File: config.mk
export PLATFORM = sky130hd
export DESIGN_NAME = sram_req_resp_adapter_flat
export DESIGN_NICKNAME = d
export VERILOG_FILES = /design/src/rtl/sram_req_resp_adapter_if.sv /design/src/rtl/sram_req_resp_adapter.sv /design/src/flat_wrapper.sv
export SDC_FILE = /design/constraint.sdc
export NUM_CORES = 1
export LEC_CHECK = 0
export ABC_AREA = 1
export CORE_AREA = 2 2 270 272
export CTS_CLUSTER_SIZE = 8
export DETAILED_ROUTE_END_ITERATION = 8
export DIE_AREA = 0 0 272 274
export PLACE_DENSITY = 0.45
export SKIP_CTS_REPAIR_TIMING = 1
export SYNTH_ARGS = -nofsm -noshare
export SYNTH_HDL_FRONTEND = slang
export SYNTH_SLANG_ARGS = --single-unit
File: constraint.sdc
create_clock -name clk -period 17.75 [get_ports clk]
set_input_delay 4.4375 -clock clk [delete_from_list [all_inputs] [get_ports clk]]
set_output_delay 4.4375 -clock clk [all_outputs]
set_load 0.01 [all_outputs]
File: src/rtl/sram_req_resp_adapter_if.sv
// Request/response handshake bundle between a cache and sram_req_resp_adapter.
// master = cache side issuing requests, slave = adapter.
interface sram_req_resp_adapter_if #(
    parameter int num_bits = 128,
    parameter int aw       = 8
);
    logic                  req_val;
    logic                  req_rdy;
    logic                  req_type;
    logic [aw-1:0]         req_addr;
    logic [num_bits-1:0]   req_data;
    logic [num_bits/8-1:0] req_wmask;
    logic [7:0]            req_opaque;

    logic                  resp_val;
    logic                  resp_rdy;
    logic                  resp_type;
    logic [7:0]            resp_opaque;
    logic [num_bits-1:0]   resp_data;

    modport master (
        output req_val, req_type, req_addr, req_data, req_wmask, req_opaque,
        output resp_rdy,
        input  req_rdy, resp_val, resp_type, resp_opaque, resp_data
    );

    modport slave (
        input  req_val, req_type, req_addr, req_data, req_wmask, req_opaque,
        input  resp_rdy,
        output req_rdy, resp_val, resp_type, resp_opaque, resp_data
    );
endinterface

File: src/rtl/sram_req_resp_adapter.sv
// Val/rdy front-end for a 1-cycle-latency SRAM with an ordered response queue.
// Optional macro SRAM_ADAPTER_RDY_BYPASS_EN lets a same-cycle dequeue free a credit.
module sram_req_resp_adapter #(
    parameter int num_bits   = 128,
    parameter int num_words  = 256,
    parameter int resp_depth = 2,
    localparam int AW        = $clog2(num_words)
) (
    input  logic                clk,
    input  logic                reset,
    sram_req_resp_adapter_if.slave bus,
    output logic [AW-1:0]       sram_A1,
    output logic                sram_CE1,
    output logic                sram_CSB1,
    output logic                sram_WEB1,
    output logic [num_bits-1:0] sram_I1,
    output logic [num_bits-1:0] sram_WBM1,
    output logic                sram_OEB1,
    input  logic [num_bits-1:0] sram_O1
);
    localparam int MW = num_bits / 8;
    localparam int CW = $clog2(resp_depth + 1);
    localparam int PW = (resp_depth > 1) ? $clog2(resp_depth) : 1;

    typedef struct packed {
        logic                typ;
        logic [7:0]          opq;
        logic [num_bits-1:0] data;
    } entry_t;

    logic [CW-1:0] count_q, count_d;
    logic [PW-1:0] head_q, head_d;
    logic [PW-1:0] tail_q, tail_d;
    logic          s1_val_q, s1_val_d;
    logic          s1_type_q, s1_type_d;
    logic [7:0]    s1_opq_q, s1_opq_d;
    entry_t        mem_q [resp_depth];
    entry_t        mem_d [resp_depth];

    logic          fire;
    logic          enq;
    logic          deq;
    logic [CW:0]   used;

    function automatic logic [PW-1:0] wrap_inc(input logic [PW-1:0] p);
        return (p == PW'(resp_depth - 1)) ? '0 : p + 1'b1;
    endfunction

    // Credits in use: queued entries plus the read in flight
    always_comb begin
        used = (CW+1)'(count_q) + (CW+1)'(s1_val_q);
`ifdef SRAM_ADAPTER_RDY_BYPASS_EN
        used = used - (CW+1)'(bus.resp_val & bus.resp_rdy);
`endif
    end

    assign bus.req_rdy = reset & (used < (CW+1)'(resp_depth));
    assign fire        = bus.req_val & bus.req_rdy;
    assign enq         = s1_val_q;
    assign deq         = bus.resp_val & bus.resp_rdy;

    assign sram_CE1  = 1'b1;
    assign sram_CSB1 = ~fire;
    assign sram_WEB1 = ~(fire & bus.req_type);
    assign sram_A1   = bus.req_addr;
    assign sram_I1   = bus.req_data;
    assign sram_OEB1 = ~(s1_val_q & ~s1_type_q);

    // Expand byte enables to the SRAM bit mask, only for a firing write
    always_comb begin
        sram_WBM1 = '0;
        for (int i = 0; i < MW; i++) begin
            sram_WBM1[i*8 +: 8] = {8{fire & bus.req_type & bus.req_wmask[i]}};
        end
    end

    assign bus.resp_val    = (count_q != '0);
    assign bus.resp_type   = mem_q[head_q].typ;
    assign bus.resp_opaque = mem_q[head_q].opq;
    assign bus.resp_data   = mem_q[head_q].data;

    // Stage-1 capture, queue pointers and occupancy
    always_comb begin
        s1_val_d  = fire;
        s1_type_d = fire ? bus.req_type : s1_type_q;
        s1_opq_d  = fire ? bus.req_opaque : s1_opq_q;
        count_d   = count_q + CW'(enq) - CW'(deq);
        tail_d    = enq ? wrap_inc(tail_q) : tail_q;
        head_d    = deq ? wrap_inc(head_q) : head_q;
        mem_d     = mem_q;
        if (enq) begin
            mem_d[tail_q].typ  = s1_type_q;
            mem_d[tail_q].opq  = s1_opq_q;
            mem_d[tail_q].data = s1_type_q ? '0 : sram_O1;
        end
    end

    // Control state, cleared by reset
    always_ff @(posedge clk or negedge reset) begin
        if (!reset) begin
            count_q   <= '0;
            head_q    <= '0;
            tail_q    <= '0;
            s1_val_q  <= 1'b0;
            s1_type_q <= 1'b0;
            s1_opq_q  <= '0;
        end else begin
            count_q   <= count_d;
            head_q    <= head_d;
            tail_q    <= tail_d;
            s1_val_q  <= s1_val_d;
            s1_type_q <= s1_type_d;
            s1_opq_q  <= s1_opq_d;
        end
    end

    // Queue payload storage; contents are don't-care while count is zero
    always_ff @(posedge clk) begin
        mem_q <= mem_d;
    end

    a_no_overflow: assert property (
        @(posedge clk) disable iff (!reset) enq |-> (count_q < CW'(resp_depth))
    );
endmodule

File: src/flat_wrapper.sv
// flat-port wrapper written by rule: the top's interface ports become plain ports
module sram_req_resp_adapter_flat 
#(
    parameter int num_bits   = 128,
    parameter int num_words  = 256,
    parameter int resp_depth = 2,
    localparam int AW        = $clog2(num_words)
)
  (clk, reset, sram_A1, sram_CE1, sram_CSB1, sram_WEB1, sram_I1, sram_WBM1, sram_OEB1, sram_O1, bus_req_val, bus_req_type, bus_req_addr, bus_req_data, bus_req_wmask, bus_req_opaque, bus_resp_rdy, bus_req_rdy, bus_resp_val, bus_resp_type, bus_resp_opaque, bus_resp_data);
  sram_req_resp_adapter_if #(.num_bits(num_bits), .aw((8))) bus_i ();
  input  logic clk;
  input  logic reset;
  output logic [AW-1:0] sram_A1;
  output logic sram_CE1;
  output logic sram_CSB1;
  output logic sram_WEB1;
  output logic [num_bits-1:0] sram_I1;
  output logic [num_bits-1:0] sram_WBM1;
  output logic sram_OEB1;
  input  logic [num_bits-1:0] sram_O1;
  input wire logic [$bits(bus_i.req_val)-1:0] bus_req_val;
  input wire logic [$bits(bus_i.req_type)-1:0] bus_req_type;
  input wire logic [$bits(bus_i.req_addr)-1:0] bus_req_addr;
  input wire logic [$bits(bus_i.req_data)-1:0] bus_req_data;
  input wire logic [$bits(bus_i.req_wmask)-1:0] bus_req_wmask;
  input wire logic [$bits(bus_i.req_opaque)-1:0] bus_req_opaque;
  input wire logic [$bits(bus_i.resp_rdy)-1:0] bus_resp_rdy;
  output wire logic [$bits(bus_i.req_rdy)-1:0] bus_req_rdy;
  output wire logic [$bits(bus_i.resp_val)-1:0] bus_resp_val;
  output wire logic [$bits(bus_i.resp_type)-1:0] bus_resp_type;
  output wire logic [$bits(bus_i.resp_opaque)-1:0] bus_resp_opaque;
  output wire logic [$bits(bus_i.resp_data)-1:0] bus_resp_data;
  assign bus_i.req_val = bus_req_val;
  assign bus_i.req_type = bus_req_type;
  assign bus_i.req_addr = bus_req_addr;
  assign bus_i.req_data = bus_req_data;
  assign bus_i.req_wmask = bus_req_wmask;
  assign bus_i.req_opaque = bus_req_opaque;
  assign bus_i.resp_rdy = bus_resp_rdy;
  assign bus_req_rdy = bus_i.req_rdy;
  assign bus_resp_val = bus_i.resp_val;
  assign bus_resp_type = bus_i.resp_type;
  assign bus_resp_opaque = bus_i.resp_opaque;
  assign bus_resp_data = bus_i.resp_data;
  sram_req_resp_adapter #(.num_bits(num_bits), .num_words(num_words), .resp_depth(resp_depth)) u_core (.clk(clk), .reset(reset), .bus(bus_i), .sram_A1(sram_A1), .sram_CE1(sram_CE1), .sram_CSB1(sram_CSB1), .sram_WEB1(sram_WEB1), .sram_I1(sram_I1), .sram_WBM1(sram_WBM1), .sram_OEB1(sram_OEB1), .sram_O1(sram_O1));
endmodule
==> metrics.cfg <==
[outcome]
status=completed

[grt]
antenna_found_initial=0
grt_pass1_vias=10800
grt_max_degree=95
overflow=0
track_usage_pct=11.4
grt_pass1_wl_um=64500

[synthesis]
synth.yosys.seq_area_share_pct=58.0
synth_fp_nets=1811
syn_area_sq_mm=0.0148
ys_ff_latch=288
syn_area_per_cell_sq_um=9.75
yosysUniqueCellTypes=23
ys_warn_count=0
syn_inst=1516

[power_and_ir_drop]
ir_drop_v=0.0000693
pwr-share-comb_pct=39.5
internal-power_mw=1.80
power_switching_mw=1.05
sw_frac_of_total_pct=36.9
leakagePower_nw=7.42
power-per-cell-area_mw_per_mm2=149
clock_power_share_pct=26.2
p_seq_share_pct=34.2

[sta]
min_period_over_period_pct=67.5
max_slew_margin_pct=21.5
worst_pin_slew_ns=1.18
setup_viol=0
finalSetupTns_ns=0
hold_violations=0
final_max_slew_viol_count=0
fmax_mhz=83.5
skew_ns=0.0282
min_period_ns=11.98
rsz0062_at_grt=false

[floorplan]
row_count=99
dieArea_sq_mm=0.0745
die_width_um=272
coreArea_sq_mm=0.0720
die_h_um=274
initial_core_util_pct=20.5
io_pins=700

[route]
antenna_left=0
wire_per_inst_um=16.8
firstDrtPassIters=4
wl_um=44000
routed_via_density=4.02
drtIter0Drc=461
drc=0
vias=10600

[final_layout]
final_common_cell=nand2_1
nets=1952
most-common-layout-cells=nand2_1, clkdlybuf4s50_1, edfxtp_1
fin_cells=2628
drive_gt1_share_pct=4.38
area_growth_pct=29.2

[critical_path]
worst-path-max-fanout=18
cp.arrival_ns=7.54
setup.worst_path.start=reset
crit_path_start_kind=input pin
crit_path_end_kind=primary output
worstPathRequired_ns=13.31
crit_type=in2out
r2r_start=u_core.tail_q

[clock_tree]
cts_root_buffer=clkbuf_16
clockBufferDepth=3
cts_sinks=288
tritoncts=yes
clock_latency_ns=0.57
cts.reportedPaths.clkPinSlew_ns=0.05
h-tree-depth=2
cts_buffers=43

[placement]
place_congestion=0.725
place_hpwl_um=26400
dp.cells=2571
portBuffers=426

[min_path]
hold_class=reg2reg
min_from=u_core.s1_opq_q[7]

[job]
cap_violations=0

-- state kept, by name, summed over array words and instances (netlist names) --
name,flops
u_core.head_q,1
u_core.tail_q,1
u_core.mem_q,274
u_core.s1_opq_q,8
u_core.enq,1
u_core.s1_type_q,1
u_core.count_q,2
-- final timing paths --
check                                     end  slack, ns  depth (start not counted)
min reg2reg                 u_core.mem_q[135]       0.49                          0
max                             sram_WBM1[89]       5.77                          6
max in group asynchronous    u_core.s1_type_q      12.90                          1
min                         u_core.mem_q[135]       0.49                          0
max reg2reg                  u_core.mem_q[53]      14.97                          3
min in group asynchronous  u_core.s1_opq_q[7]       4.32                          1
-- cells by family (layout without fill, tap and decap cells) --
family	after synthesis	after routing	share of synthesized area [%]
and+or+nand+nor	725	725	21.0
buffers and inverters	496	648	20.5
DFF	288	288	58.0
xor gates and xnor gates	3	3	0.178
adders and majority gates	2	2	0.169
other	1	2	0.0254
AOI/OAI and AO/OA	1	1	0.0508
-- per-layer routing --
layer,part of all wire (%),up-vias,wire length [um],track usage (%)
met5,0,-,0,0
met4,2.9,0,1280,3.99
met3,7.9,83,3490,4.06
met2,48,464,21200,19.8
met1,41,5071,18100,12.8
li1,-,4943,-,-
-- per-stage QoR --
| stage | cell area (sq um) | setup slack, ns | hold slack (ns) | utilization, % | total power, mW |
|---|---|---|---|---|---|
| floorplan | 14800 | 7.83 | 0.437 | - | 1.65 |
| global placement | 17900 | 5.76 | 0.463 | 24.9 | 2.13 |
| detailed placement | 17900 | 5.67 | 0.466 | 24.9 | 2.15 |
| CTS | 19100 | 5.65 | 0.485 | 26.5 | 2.92 |
| global route | 19100 | 5.53 | 0.506 | 26.5 | 3.03 |
| finish | 19100 | 5.77 | 0.487 | 26.5 | 2.85 |
-- power groups by stage --
stage	sequential, mW	clock (mW)	combinational [mW]
2_1_floorplan	0.951	0	0.702
3_3_place_gp	0.986	0	1.15
3_5_place_dp	0.990	0	1.16
4_1_cts	0.977	0.780	1.16
5_1_grt	0.987	0.800	1.25
6_report	0.976	0.748	1.13
-- cell usage after synthesis --
cell	n	area share (%)
or2_2	2	0.085
clkbuf_8	1	0.093
dfrtp_1	14	2.4
o21a_1	1	0.051
inv_2	1	0.025
nor2_4	1	0.076
ha_1	2	0.17
xnor2_1	1	0.059
buf_4	254	13
nand4_1	8	0.34
nand2_2	2	0.085
conb_1	1	0.025
clkbuf_1	9	0.23
nand4_4	1	0.14
buf_2	61	2.1
nand2_1	437	11
nor2_1	17	0.43
nor3_1	256	8.7
xor2_1	2	0.12
edfxtp_1	274	56
buf_6	17	1.3
nand3_4	1	0.12
inv_1	153	3.9
-- layout make-up --
cell class	count	area [sq um]
clock inverters	6	75.1
fillers	7573	52900
multi-input cells	732	3180
repair buffers	438	4350
flip-flops and latches	288	8590
clock buffers	50	1100
diodes	1	2.50
inverters	154	588
well taps	959	1200
-- worst max-delay path: stages --
cell             delay, ns
clkdlybuf4s50_1       0.93
inv_1                 0.17
nor2_4                0.29
nand4_4               0.33
nor2_1                0.69
clkdlybuf4s50_1       0.68
Power figures use the tool's default switching activity.
